==> config.mk <==
export PLATFORM = sky130hd
export DESIGN_NAME = axi_lite_wr_ctrl
export DESIGN_NICKNAME = d
export VERILOG_FILES = /design/src/rtl/axi_lite_wr_ctrl_pkg.sv /design/src/rtl/axi_lite_wr_ctrl.sv
export SDC_FILE = /design/constraint.sdc
export NUM_CORES = 1
export LEC_CHECK = 0
export BUFFER_PORTS_ARGS = -buffer_cell sky130_fd_sc_hd__buf_2
export CORE_MARGIN = 1
export CORE_UTILIZATION = 44
export DETAILED_ROUTE_END_ITERATION = 12
export GPL_ROUTABILITY_DRIVEN = 1
export PLACE_DENSITY = 0.85
export SKIP_LAST_GASP = 1
export SLEW_MARGIN = 15
export SYNTH_ARGS = -nofsm -noshare
export SYNTH_HDL_FRONTEND = slang
export SYNTH_SLANG_ARGS = --single-unit
==> constraint.sdc <==
create_clock -name s_axi_aclk -period 1.5 [get_ports s_axi_aclk]
set_input_delay 0.15 -clock s_axi_aclk [delete_from_list [all_inputs] [get_ports s_axi_aclk]]
set_output_delay 0.15 -clock s_axi_aclk [all_outputs]
set_load 0.01 [all_outputs]
==> src/rtl/axi_lite_wr_ctrl_pkg.sv <==
// Shared types and constants for the AXI-Lite write controller.
// Holds the write FSM state encoding and the AXI write-response codes.
package axi_lite_wr_ctrl_pkg;

  typedef enum logic [2:0] {
    IDLE   = 3'd0,
    WAIT_W = 3'd1,
    WAIT_A = 3'd2,
    WRITE  = 3'd3,
    RESP   = 3'd4
  } wr_state_e;

  localparam logic [1:0] RESP_OKAY   = 2'b00;
  localparam logic [1:0] RESP_SLVERR = 2'b10;

endpackage

==> src/rtl/axi_lite_wr_ctrl.sv <==
// AXI-Lite write-channel controller driving a simple register-file write port.
// Accepts AW and W in either order (or together), issues one reg_we pulse,
// then returns a single B response before accepting the next transaction.
// Optional feature: define AXI_WR_ADDR_ERR_EN to reject word indices
// >= NUM_REGS with SLVERR and no register write; otherwise the index is
// truncated and the response is OKAY.
module axi_lite_wr_ctrl
  import axi_lite_wr_ctrl_pkg::*;
#(
  parameter int ADDR_W   = 8,
  parameter int DATA_W   = 32,
  parameter int NUM_REGS = 16
) (
  input  logic                        s_axi_aclk,
  input  logic                        s_axi_aresetn,
  input  logic                        s_axi_awvalid,
  output logic                        s_axi_awready,
  input  logic [ADDR_W-1:0]           s_axi_awaddr,
  input  logic                        s_axi_wvalid,
  output logic                        s_axi_wready,
  input  logic [DATA_W-1:0]           s_axi_wdata,
  input  logic [DATA_W/8-1:0]         s_axi_wstrb,
  output logic                        s_axi_bvalid,
  input  logic                        s_axi_bready,
  output logic [1:0]                  s_axi_bresp,
  output logic                        reg_we,
  output logic [$clog2(NUM_REGS)-1:0] reg_idx,
  output logic [DATA_W-1:0]           reg_wdata,
  output logic [DATA_W/8-1:0]         reg_wstrb,
  output logic                        aw_done,
  output logic                        w_done
);

  localparam int STRB_W = DATA_W / 8;
  localparam int OFF_W  = $clog2(STRB_W);
  localparam int IDX_W  = $clog2(NUM_REGS);
  localparam int WORD_W = ADDR_W - OFF_W;

  wr_state_e          state_q, state_d;
  logic               awready_q, awready_d;
  logic               wready_q, wready_d;
  logic [IDX_W-1:0]   reg_idx_q, reg_idx_d;
  logic [DATA_W-1:0]  reg_wdata_q, reg_wdata_d;
  logic [STRB_W-1:0]  reg_wstrb_q, reg_wstrb_d;
  logic               aw_done_q, aw_done_d;
  logic               w_done_q, w_done_d;
  logic               addr_err_q, addr_err_d;

  logic               aw_hs;
  logic               w_hs;
  logic [WORD_W-1:0]  word_idx;
  logic               word_oor;
  logic               unused_addr_bits;

  // Handshakes use the registered readies so nothing is accepted during or
  // in the very cycle of reset release.
  assign aw_hs    = s_axi_awvalid & awready_q;
  assign w_hs     = s_axi_wvalid & wready_q;
  assign word_idx = s_axi_awaddr[ADDR_W-1:OFF_W];

  // Byte-offset bits and index bits above the register range carry no meaning here.
  assign unused_addr_bits = ^{s_axi_awaddr[OFF_W-1:0], word_idx};

`ifdef AXI_WR_ADDR_ERR_EN
  assign word_oor = (32'(word_idx) >= 32'(NUM_REGS));
`else
  assign word_oor = 1'b0;
`endif

  // State and registered-ready flops; everything clears asynchronously on reset.
  always_ff @(posedge s_axi_aclk or negedge s_axi_aresetn) begin
    if (!s_axi_aresetn) begin
      state_q   <= IDLE;
      awready_q <= 1'b0;
      wready_q  <= 1'b0;
    end else begin
      state_q   <= state_d;
      awready_q <= awready_d;
      wready_q  <= wready_d;
    end
  end

  // Next-state logic and output decode for the write FSM.
  always_comb begin
    state_d       = state_q;
    reg_we        = 1'b0;
    s_axi_bvalid  = 1'b0;
    s_axi_bresp   = RESP_OKAY;
    unique case (state_q)
      IDLE: begin
        if (aw_hs && w_hs)   state_d = WRITE;
        else if (aw_hs)      state_d = WAIT_W;
        else if (w_hs)       state_d = WAIT_A;
      end
      WAIT_W: if (w_hs)  state_d = WRITE;
      WAIT_A: if (aw_hs) state_d = WRITE;
      WRITE: begin
        reg_we  = ~addr_err_q;
        state_d = RESP;
      end
      RESP: begin
        s_axi_bvalid = 1'b1;
        s_axi_bresp  = addr_err_q ? RESP_SLVERR : RESP_OKAY;
        if (s_axi_bready) state_d = IDLE;
      end
      default: state_d = IDLE;
    endcase
    // Readies are registered from the next state so they are 0 in WRITE/RESP
    // and reopen only the cycle after the B handshake.
    awready_d = (state_d == IDLE) || (state_d == WAIT_A);
    wready_d  = (state_d == IDLE) || (state_d == WAIT_W);
  end

  // Capture each channel on its own handshake; done flags drop once the write fires.
  always_comb begin
    reg_idx_d   = reg_idx_q;
    reg_wdata_d = reg_wdata_q;
    reg_wstrb_d = reg_wstrb_q;
    aw_done_d   = aw_done_q;
    w_done_d    = w_done_q;
    addr_err_d  = addr_err_q;
    if (aw_hs) begin
      reg_idx_d  = word_idx[IDX_W-1:0];
      addr_err_d = word_oor;
      aw_done_d  = 1'b1;
    end
    if (w_hs) begin
      reg_wdata_d = s_axi_wdata;
      reg_wstrb_d = s_axi_wstrb;
      w_done_d    = 1'b1;
    end
    if (state_d == WRITE) begin
      aw_done_d = 1'b0;
      w_done_d  = 1'b0;
    end
  end

  // Captured address/data registers feeding the register-file port.
  always_ff @(posedge s_axi_aclk or negedge s_axi_aresetn) begin
    if (!s_axi_aresetn) begin
      reg_idx_q   <= '0;
      reg_wdata_q <= '0;
      reg_wstrb_q <= '0;
      aw_done_q   <= 1'b0;
      w_done_q    <= 1'b0;
      addr_err_q  <= 1'b0;
    end else begin
      reg_idx_q   <= reg_idx_d;
      reg_wdata_q <= reg_wdata_d;
      reg_wstrb_q <= reg_wstrb_d;
      aw_done_q   <= aw_done_d;
      w_done_q    <= w_done_d;
      addr_err_q  <= addr_err_d;
    end
  end

  assign s_axi_awready = awready_q;
  assign s_axi_wready  = wready_q;
  assign reg_idx       = reg_idx_q;
  assign reg_wdata     = reg_wdata_q;
  assign reg_wstrb     = reg_wstrb_q;
  assign aw_done       = aw_done_q;
  assign w_done        = w_done_q;

endmodule
# Word level (Yosys, flattened, before mapping)
# Cells that the tools add are included.
# Widths: inputs -> output; s select.
[classes] eq_ne=7 n_mux=13 n_bitwise=2 reduce_logical=7
[ops] operator="$mux 3" n=6
[ops] operator="$pmux 3 s5" n=1
[ops] operator="$eq 3x2->1 const B" n=4
[ops] operator="$eq 3x1->1 const B" n=2
[ops] operator="$logic_not 3->1" n=2
[ops] operator="$mux 1" n=6
[ops] operator="$reduce_bool 2->1" n=2
[ops] operator="$eq 3x3->1 const B" n=1
[ops] operator="$and 1x1->1" n=2
[ops] operator="$logic_or 1x1->1" n=2
[ops] operator="$logic_and 1x1->1" n=1
[totals] ff_bits=47 in_bits=49 out_inout_bits=48 wordCells=37

# Depth between registers and ports, before layout
# Gate-level depths: netlist (run 1).
[depth] word_depth=7 mapped_depth=5 depth_no_buf=3

# Worst setup path before layout (run 1)
# No wires, ideal clock.
[synth_path] kind="flip-flop to flip-flop" start="register wready_q, in the netlist s_axi_wready" end="register reg_wdata_q[0], in the netlist reg_wdata[0]" setup_time_ps=125 t_arrival_ps=1105 t_required_ps=1375 setup_slack_ps=270 stages_incl_launch_ff=5 n_path_buf=2 path_cell_list="dfrtp_1 > nand2_1 > buf_6 > buf_6 > mux2_2"
[synth_between] elab_chain_len=1
[synth_rtl] item="start: declaration" line="axi_lite_wr_ctrl.sv:41" rtl="logic wready_q, wready_d;"
[synth_rtl] item="start signal: assignment" line="axi_lite_wr_ctrl.sv:79" rtl="wready_q <= wready_d;"
[synth_rtl] item="$and 1x1->1" line="axi_lite_wr_ctrl.sv:58" rtl="assign w_hs = s_axi_wvalid & wready_q;"
[synth_rtl] item="end signal: assignment" line="axi_lite_wr_ctrl.sv:149" rtl="reg_wdata_q <= reg_wdata_d;"
[synth_rtl] item="end: declaration" line="axi_lite_wr_ctrl.sv:43" rtl="logic [DATA_W-1:0] reg_wdata_q, reg_wdata_d;"
# Every way passes these cells.
# A chain may end at the register's enable or synchronous reset.

# Worst setup path after layout (run 1)
[layout_path] start="register state_q[2]" end="output s_axi_bvalid"
[layout_between] elab_chain_len=2
[layout_rtl] item="start: declaration" line="axi_lite_wr_ctrl.sv:39" rtl="wr_state_e state_q, state_d;"
[layout_rtl] item="start signal: assignment" line="axi_lite_wr_ctrl.sv:77" rtl="state_q <= state_d;"
[layout_rtl] item="$eq 3x3->1" line="axi_lite_wr_ctrl.sv:89" rtl="unique case (state_q)"
[layout_rtl] item="$mux 1" line="axi_lite_wr_ctrl.sv:89"
[layout_rtl] item="end: declaration" line="axi_lite_wr_ctrl.sv:23" rtl="output logic s_axi_bvalid,"
# Every way passes these cells.

==> run metrics, run 1 <==
TritonCTS clock tree=built; status=finished clean; R2R depth=3; startpoint class of the critical path=flop; Antenna diodes=0; R2R Path Start=s_axi_wready; routed via count=1254; reg2reg setup slack=240 ps; largest cells by area after synthesis=dfrtp_1 (65%), mux2_2 (26%), buf_6 (1.9%); GRT Total Usage=15.4%; Netlist cell types=17; Internal Power=3.55 mW; Seq pwr share=43.3%; buffer levels on the longest clock path=2; Yosys top cell area share=64.7%; Area after DPL=2320 um^2; largest net degree at the start of global routing=48; Layout Utilization=61.8%; CP max stage cell=dfrtp_1; Via density=4.75; layout cell share with drive strength beyond 1=67.8%; io pins=97; adder-cell area share of the yosys netlist=0%; Pre-antenna DRT Iters=4; dpl hpwl=2510 um; CP Buf/Inv Count=1; first-pass GRT wire length=4930 um; clock share of power=17.9%; RSZ-0062 raised after global routing=false; dominant cell type by area after synthesis=dfrtp_1; Avg WL per Cell=12.7 um; maximum VDD drop=1.08 mV; Worst Path Required=1350 ps; routed wire length=3350 um; crit share post-route=90.1%; worst-path maximum fanout=8; HP Class=in2reg; setup violators final=0; Ys Warns=0; post-synthesis sequential element count=47; post-synthesis compound-gate area fraction=1.10%; PwrDens=2130 nW/um^2; Arr. time, crit path=1200 ps; sw power=1.69 mW; TNS Setup=0 ps; DRT antenna net count=0; minimum clock period=1350 ps; simple-gate portion of the synthesized area=4.75%; multiplexer share of the synthesized area=26.0%; htree depth=2; grt ovf=0; post-route setup slack=148 ps; largest family of logic cells by synthesized area=multiplexers; initial antenna violation count=0; Slew Viols, Final=0; Hold Path Depth=2; Critical Path Max Stage Delay=490 ps; Hold Path Sink=reg_wdata[0]; total CTS buffers=5; PortBufs=90; leakage dissipation=1.22 nW; total chip power=5.23 mW; Post-Synth XOR/XNOR Area=0%; CP Cell Sequence=nor3b_2 > buf_2; Sw Ratio=32.2%; die area=4390 um^2; vias in the first global route=1127; # DRC=0; synthesized area=1820 um^2; Final Cell Area=2460 um^2; WS Path Type=reg2out; Root Buffer=clkbuf_8; DRT iter0 DRCs=35; Worst Setup End Kind=output pin; min-delay src=s_axi_wdata[0]; GPL Wtd Cong=0.790; syn_area_per_cell=15.4 um^2; CTS sink count=47; worst slack at placement=229 ps; Final nets=262; Die W=66.3 um; Mapped Cells=118; Setup Skew=4.24 ps; Starting Density=45.8%; Skew-Pair Late Insertion Delay=300 ps; R2R Path End=reg_wdata[4]; CTS clk-pin slew, worst paths=80 ps; Area growth syn-to-layout=35.1%; Max Fclk=0.740 GHz; Gate power share=38.7%; final hold violations=0; maxcap violations=0; FP Rows=23; core region area=3970 um^2; register area share after synthesis=64.7%; Die Height=66.3 um; Crit path max-delay family=flip-flops; postcts setup bufs=0
## per-stage QoR
step / hold WS [ps] / instances
2_1_floorplan: -146 / 119
3_3_place_gp: 149 / 255
3_5_place_dp: 151 / 255
4_1_cts: 71.2 / 264
5_1_grt: 75.9 / 264
6_report: 76.1 / 264
## cells in the final DEF (no fill, tap or decap), drive strengths merged
| master | instances |
|---|---|
| a21oi | 4 |
| and2b | 1 |
| buf | 93 |
| bufinv | 1 |
| clkbuf | 6 |
| clkinv | 1 |
| conb | 2 |
| dfrtp | 47 |
| dlygate4sd3 | 1 |
| mux2 | 42 |
| nand2 | 3 |
| nor2 | 7 |
| nor3 | 2 |
| nor3b | 1 |
| nor4 | 1 |
| nor4b | 1 |
| or2 | 1 |
## worst reg2reg max path: stages (launching register included)
cell     delay [ps]
dfrtp_1         410
nand2_1         160
buf_4           230
mux2_2          360
## power by group through the flow
stage	registers, mW	logic (mW)	clock network [mW]
floorplan	2.55	0.934	0
global placement	2.24	2.00	0
detailed placement	2.30	2.06	0
CTS	2.27	2.07	0.964
global route	2.36	2.22	1.00
finish	2.27	2.03	0.938
## how the worst max path moves through the flow
stage / start / end / slack [ps] / depth (start not counted)
2_1_floorplan: s_axi_wready / reg_wdata[0] / 270 / 4
3_3_place_gp: s_axi_wready / reg_wdata[6] / 260 / 3
3_5_place_dp: s_axi_wready / reg_wdata[4] / 230 / 3
4_1_cts: state_q[2] / s_axi_bvalid / 50 / 2
5_1_grt: state_q[2] / s_axi_bvalid / 60 / 2
6_report: state_q[2] / s_axi_bvalid / 150 / 2
## synth_stat cells
library cell  number
clkbuf_2           1
nand2_1            3
and2b_1            1
or2_1              1
dfrtp_1           47
buf_6              3
mux2_2            42
buf_2              1
nor4_1             1
buf_4              2
nor3b_1            1
nor2_2             1
a21oi_1            4
conb_1             1
nor2_1             6
nor4b_1            1
nor3_1             2
## kinds of logic after synthesis
kind of cell,Yosys count
AO/OA/AOI/OAI,4
buffers and inverters,7
flip-flops,47
multiplexers,42
other,1
AND/OR/NAND/NOR,17
## layout make-up
type,instances,area [um^2]
Fill cell,323,1520
Timing Repair Buffer,94,508
Tap cell,50,62.6
Clock inverter,2,35.0
Sequential cell,47,1180
Multi-Input combinational cell,65,592
Clock buffer,6,82.6
## routing by layer
metal,vias to the layer above,part of all wire (%),global-route usage (%)
li1,594,-,-
met1,582,42,17.8
met2,72,47,26.0
met3,6,10,5.52
met4,0,1.5,5.59
met5,-,0,0
## state kept, by name, summed over array words and instances (netlist names)
register and count:
reg_wstrb 4, s_axi_awready 1, aw_done 1, reg_wdata 32, s_axi_wready 1, state_q 3, w_done 1, reg_idx 4
## repair_timing
item	4_1_cts	5_1_grt
resized for setup	0	1
setup endpoints to repair	0	1
hold endpoints to repair	47	0
hold buffers	1	0
No activity file was read; power rests on OpenSTA's default activity.
==> inputs of run 2 (changes only) <==
--- a/config.mk
+++ b/config.mk
@@ -5,12 +5,13 @@
 export SDC_FILE = /design/constraint.sdc
 export NUM_CORES = 1
 export LEC_CHECK = 0
+export ABC_AREA = 1
 export BUFFER_PORTS_ARGS = -buffer_cell sky130_fd_sc_hd__buf_2
 export CORE_MARGIN = 1
 export CORE_UTILIZATION = 44
 export DETAILED_ROUTE_END_ITERATION = 12
 export GPL_ROUTABILITY_DRIVEN = 1
-export PLACE_DENSITY = 0.85
+export PLACE_DENSITY = 0.78
 export SKIP_LAST_GASP = 1
 export SLEW_MARGIN = 15
 export SYNTH_ARGS = -nofsm -noshare
==> run 2 against run 1 <==
  * Non-clock buffer count is the same
  * First-iteration DRC count grew 83%
  * Clock power shrank 20%
  * Synthesized area grew 3.2%
  * Fmax shrank 2.4%
  * Worst hold slack lost 33 ps
  * Synthesized cell count grew 77%
  * Clock-buffer cell count is the same
  * Die area grew 3.1%
  * Routed wire length grew 10%
  * Via count grew 27%
  * Sequential share of layout area grew 0.098 points
  * Critical endpoint unchanged
  * Largest power group unchanged
==> run metrics, run 2 <==
status=finished clean; Slew Viols, Final=0 (unchanged); syn_area_per_cell=8.98 um^2 (-42%); leakage dissipation=1.48 nW (+21%); total chip power=5.14 mW (-1.8%); dpl hpwl=2700 um (+7.5%); Avg WL per Cell=10.5 um (-17%); startpoint class of the critical path=flop; Netlist cell types=18 (+1); io pins=97 (unchanged); worst-path maximum fanout=6 (-2); layout cell share with drive strength beyond 1=37.1% (-31 points); max reg flops=32 (unchanged); Skew-Pair Late Insertion Delay=290 ps (about the same); GPL Wtd Cong=0.847 (+7.3%); most common cell after layout, fill and taps aside=nand2_1; Starting Density=46.3% (+0.48 points); most common cell in the netlist=nand2_1; Antenna diodes=0 (unchanged); Die Height=67.3 um (+1.6%); RSZ-0062 raised after global routing=false; prevailing post-synth register cell=dfrtp_1; WS Path Type=reg2out; routed wire length=3690 um (+10%); Post-synth ARST share=100% (unchanged); # DRC=0 (unchanged); core region area=4060 um^2 (+2.2%); DRT antenna net count=0 (unchanged); Area growth syn-to-layout=30.6%; Yosys top cell area share=62.7% (-2.0 points); Ys Warns=0 (unchanged); WL met1=1650 um (+18%); post-synthesis sequential element count=47 (unchanged); Die W=67.3 um (+1.6%); Setup Skew=6.28 ps (+2.03 ps); Post-synth top cells=nand2_1 (125), dfrtp_1 (47), nor2_1 (6); dominant cell type by area after synthesis=dfrtp_1; highest metal used=met4; register area share after synthesis=62.7% (-2.0 points); maxcap violations=0 (unchanged); PortBufs=90 (unchanged); minimum clock period=1390 ps (+33.7 ps); Max Fclk=0.722 GHz (-2.4%); FP Rows=23 (unchanged); post-route setup slack=114 ps (-33.7 ps); routed via count=1587 (+27%); Worst Setup End Kind=output pin; Pre-antenna DRT Iters=4 (unchanged); Final nets=351 (+34%); final hold violations=0 (unchanged); Routed met3 length=250 um (-27%); die area=4530 um^2 (+3.1%); met2 WL post-DR=1720 um (+10%); FF+latch area=1180 um^2 (unchanged); synthesized area=1880 um^2 (+3.2%); Mapped Cells=209 (+77%); PwrDens=2100 nW/um^2 (-1.6%); Multi-input gate area=601 um^2 (+1.5%); Layout Utilization=60.4% (-1.4 points); most frequent cells in the layout=nand2_1 (125), buf_2 (90), dfrtp_1 (47); relative slew slack=66.2%; htree depth=2 (unchanged); Arr. time, crit path=1240 ps (+40 ps); Via density=4.51 (-5.1%); postcts setup bufs=0 (unchanged); CTS sink count=47 (unchanged); HP Class=in2reg; Root Buffer=clkbuf_8; CTS clk-pin slew, worst paths=80 ps (about the same); initial antenna violation count=0 (unchanged); buffer levels on the longest clock path=2 (unchanged); largest cells by area after synthesis=dfrtp_1 (63%), nand2_1 (25%), buf_6 (2.4%); maximum VDD drop=1.22 mV (+13%); GRT Total Usage=16.9% (+1.6 points); crit share post-route=92.4% (+2.2 points); largest net degree at the start of global routing=38 (-21%); Slew @ Worst Pin=506 ps; first-pass GRT wire length=5600 um (+13%); vias in the first global route=1319 (+17%); worst slack at placement=392 ps (+163 ps); total CTS buffers=5 (unchanged); Filler Cell Count=363 (+12%); grt ovf=0 (unchanged); TritonCTS clock tree=built; EDFF count, synth=0 (unchanged); setup violators final=0 (unchanged); DRT iter0 DRCs=64 (+83%); Worst Path Required=1350 ps (about the same); TNS Setup=0 ps (unchanged)
run 2: changes by cell type after synthesis, moves of 2 or more:
cell     previous run  this run
inv_2               0         3
a21oi_1             4         2
mux2_2             42         0
inv_1               0         3
nand2_2             0         2
nand3_1             0         3
buf_2               1         3
nand2_1             3       125
nor3_1              2         0
o21ai_2             0         2
run 2: cell families after synthesis:
logic type	count (synthesis)	share of synthesized area (%)
flops	47	62.7
other cells	1	0.200
compound gates	5	1.73
simple gates	140	29.9
buf+inv	16	5.53
run 2: worst paths after layout:
check | start | end | slack [ps] | cells after the start
setup / recovery | state_q[0] | s_axi_bvalid | 110 | 4
hold / removal | s_axi_wdata[4] | reg_wdata[4] | 40 | 3
setup reg to reg | state_q[0] | s_axi_wready | 390 | 4
hold reg to reg | reg_wdata[21] | reg_wdata[21] | 480 | 2
max in group asynchronous | s_axi_aresetn | reg_wdata[17] | 640 | 3
min in group asynchronous | s_axi_aresetn | reg_wdata[24] | 360 | 2
run 2: cell type report:
type	count	share of cell area, %
clock buffers	6	3.37
clock inverters	1	0.204
inverters	7	1.17
multi-input cells	147	24.5
flip-flops and latches	47	48.0
well taps	50	2.55
repair buffers	94	20.2
run 2: timing repair:
action,in CTS,in global routing
endpoints found under the hold margin,21,0
hold buffers,1,0
resized for setup,0,0
run 2: metal layers:
layer / global-route usage (%) / up-vias
met5: 0 / -
met4: 6.91 / 0
met3: 5.91 / 8
met2: 26.9 / 71
met1: 21.0 / 699
li1: - / 809
run 2: critical path, cell delays in order (launching register included):
cell and delay (ps):
dfrtp_1 450, nor2_1 200, nand2_1 110, inv_1 70, buf_2 120
run 2: per-stage QoR:
stage,std cells,cell area (um^2),hold WS (ps)
5_1_grt,352,2450,40.2
2_1_floorplan,210,1880,-146
4_1_cts,352,2450,30.7
3_3_place_gp,344,2350,143
3_5_place_dp,344,2350,153
6_report,352,2450,43.1
run 2: where the power goes:
part	total, mW	switching [mW]	internal (mW)
registers	2.24	0.337	1.90
logic	2.15	1.28	0.867
clock network	0.747	0.385	0.362
total	5.14	2.01	3.13
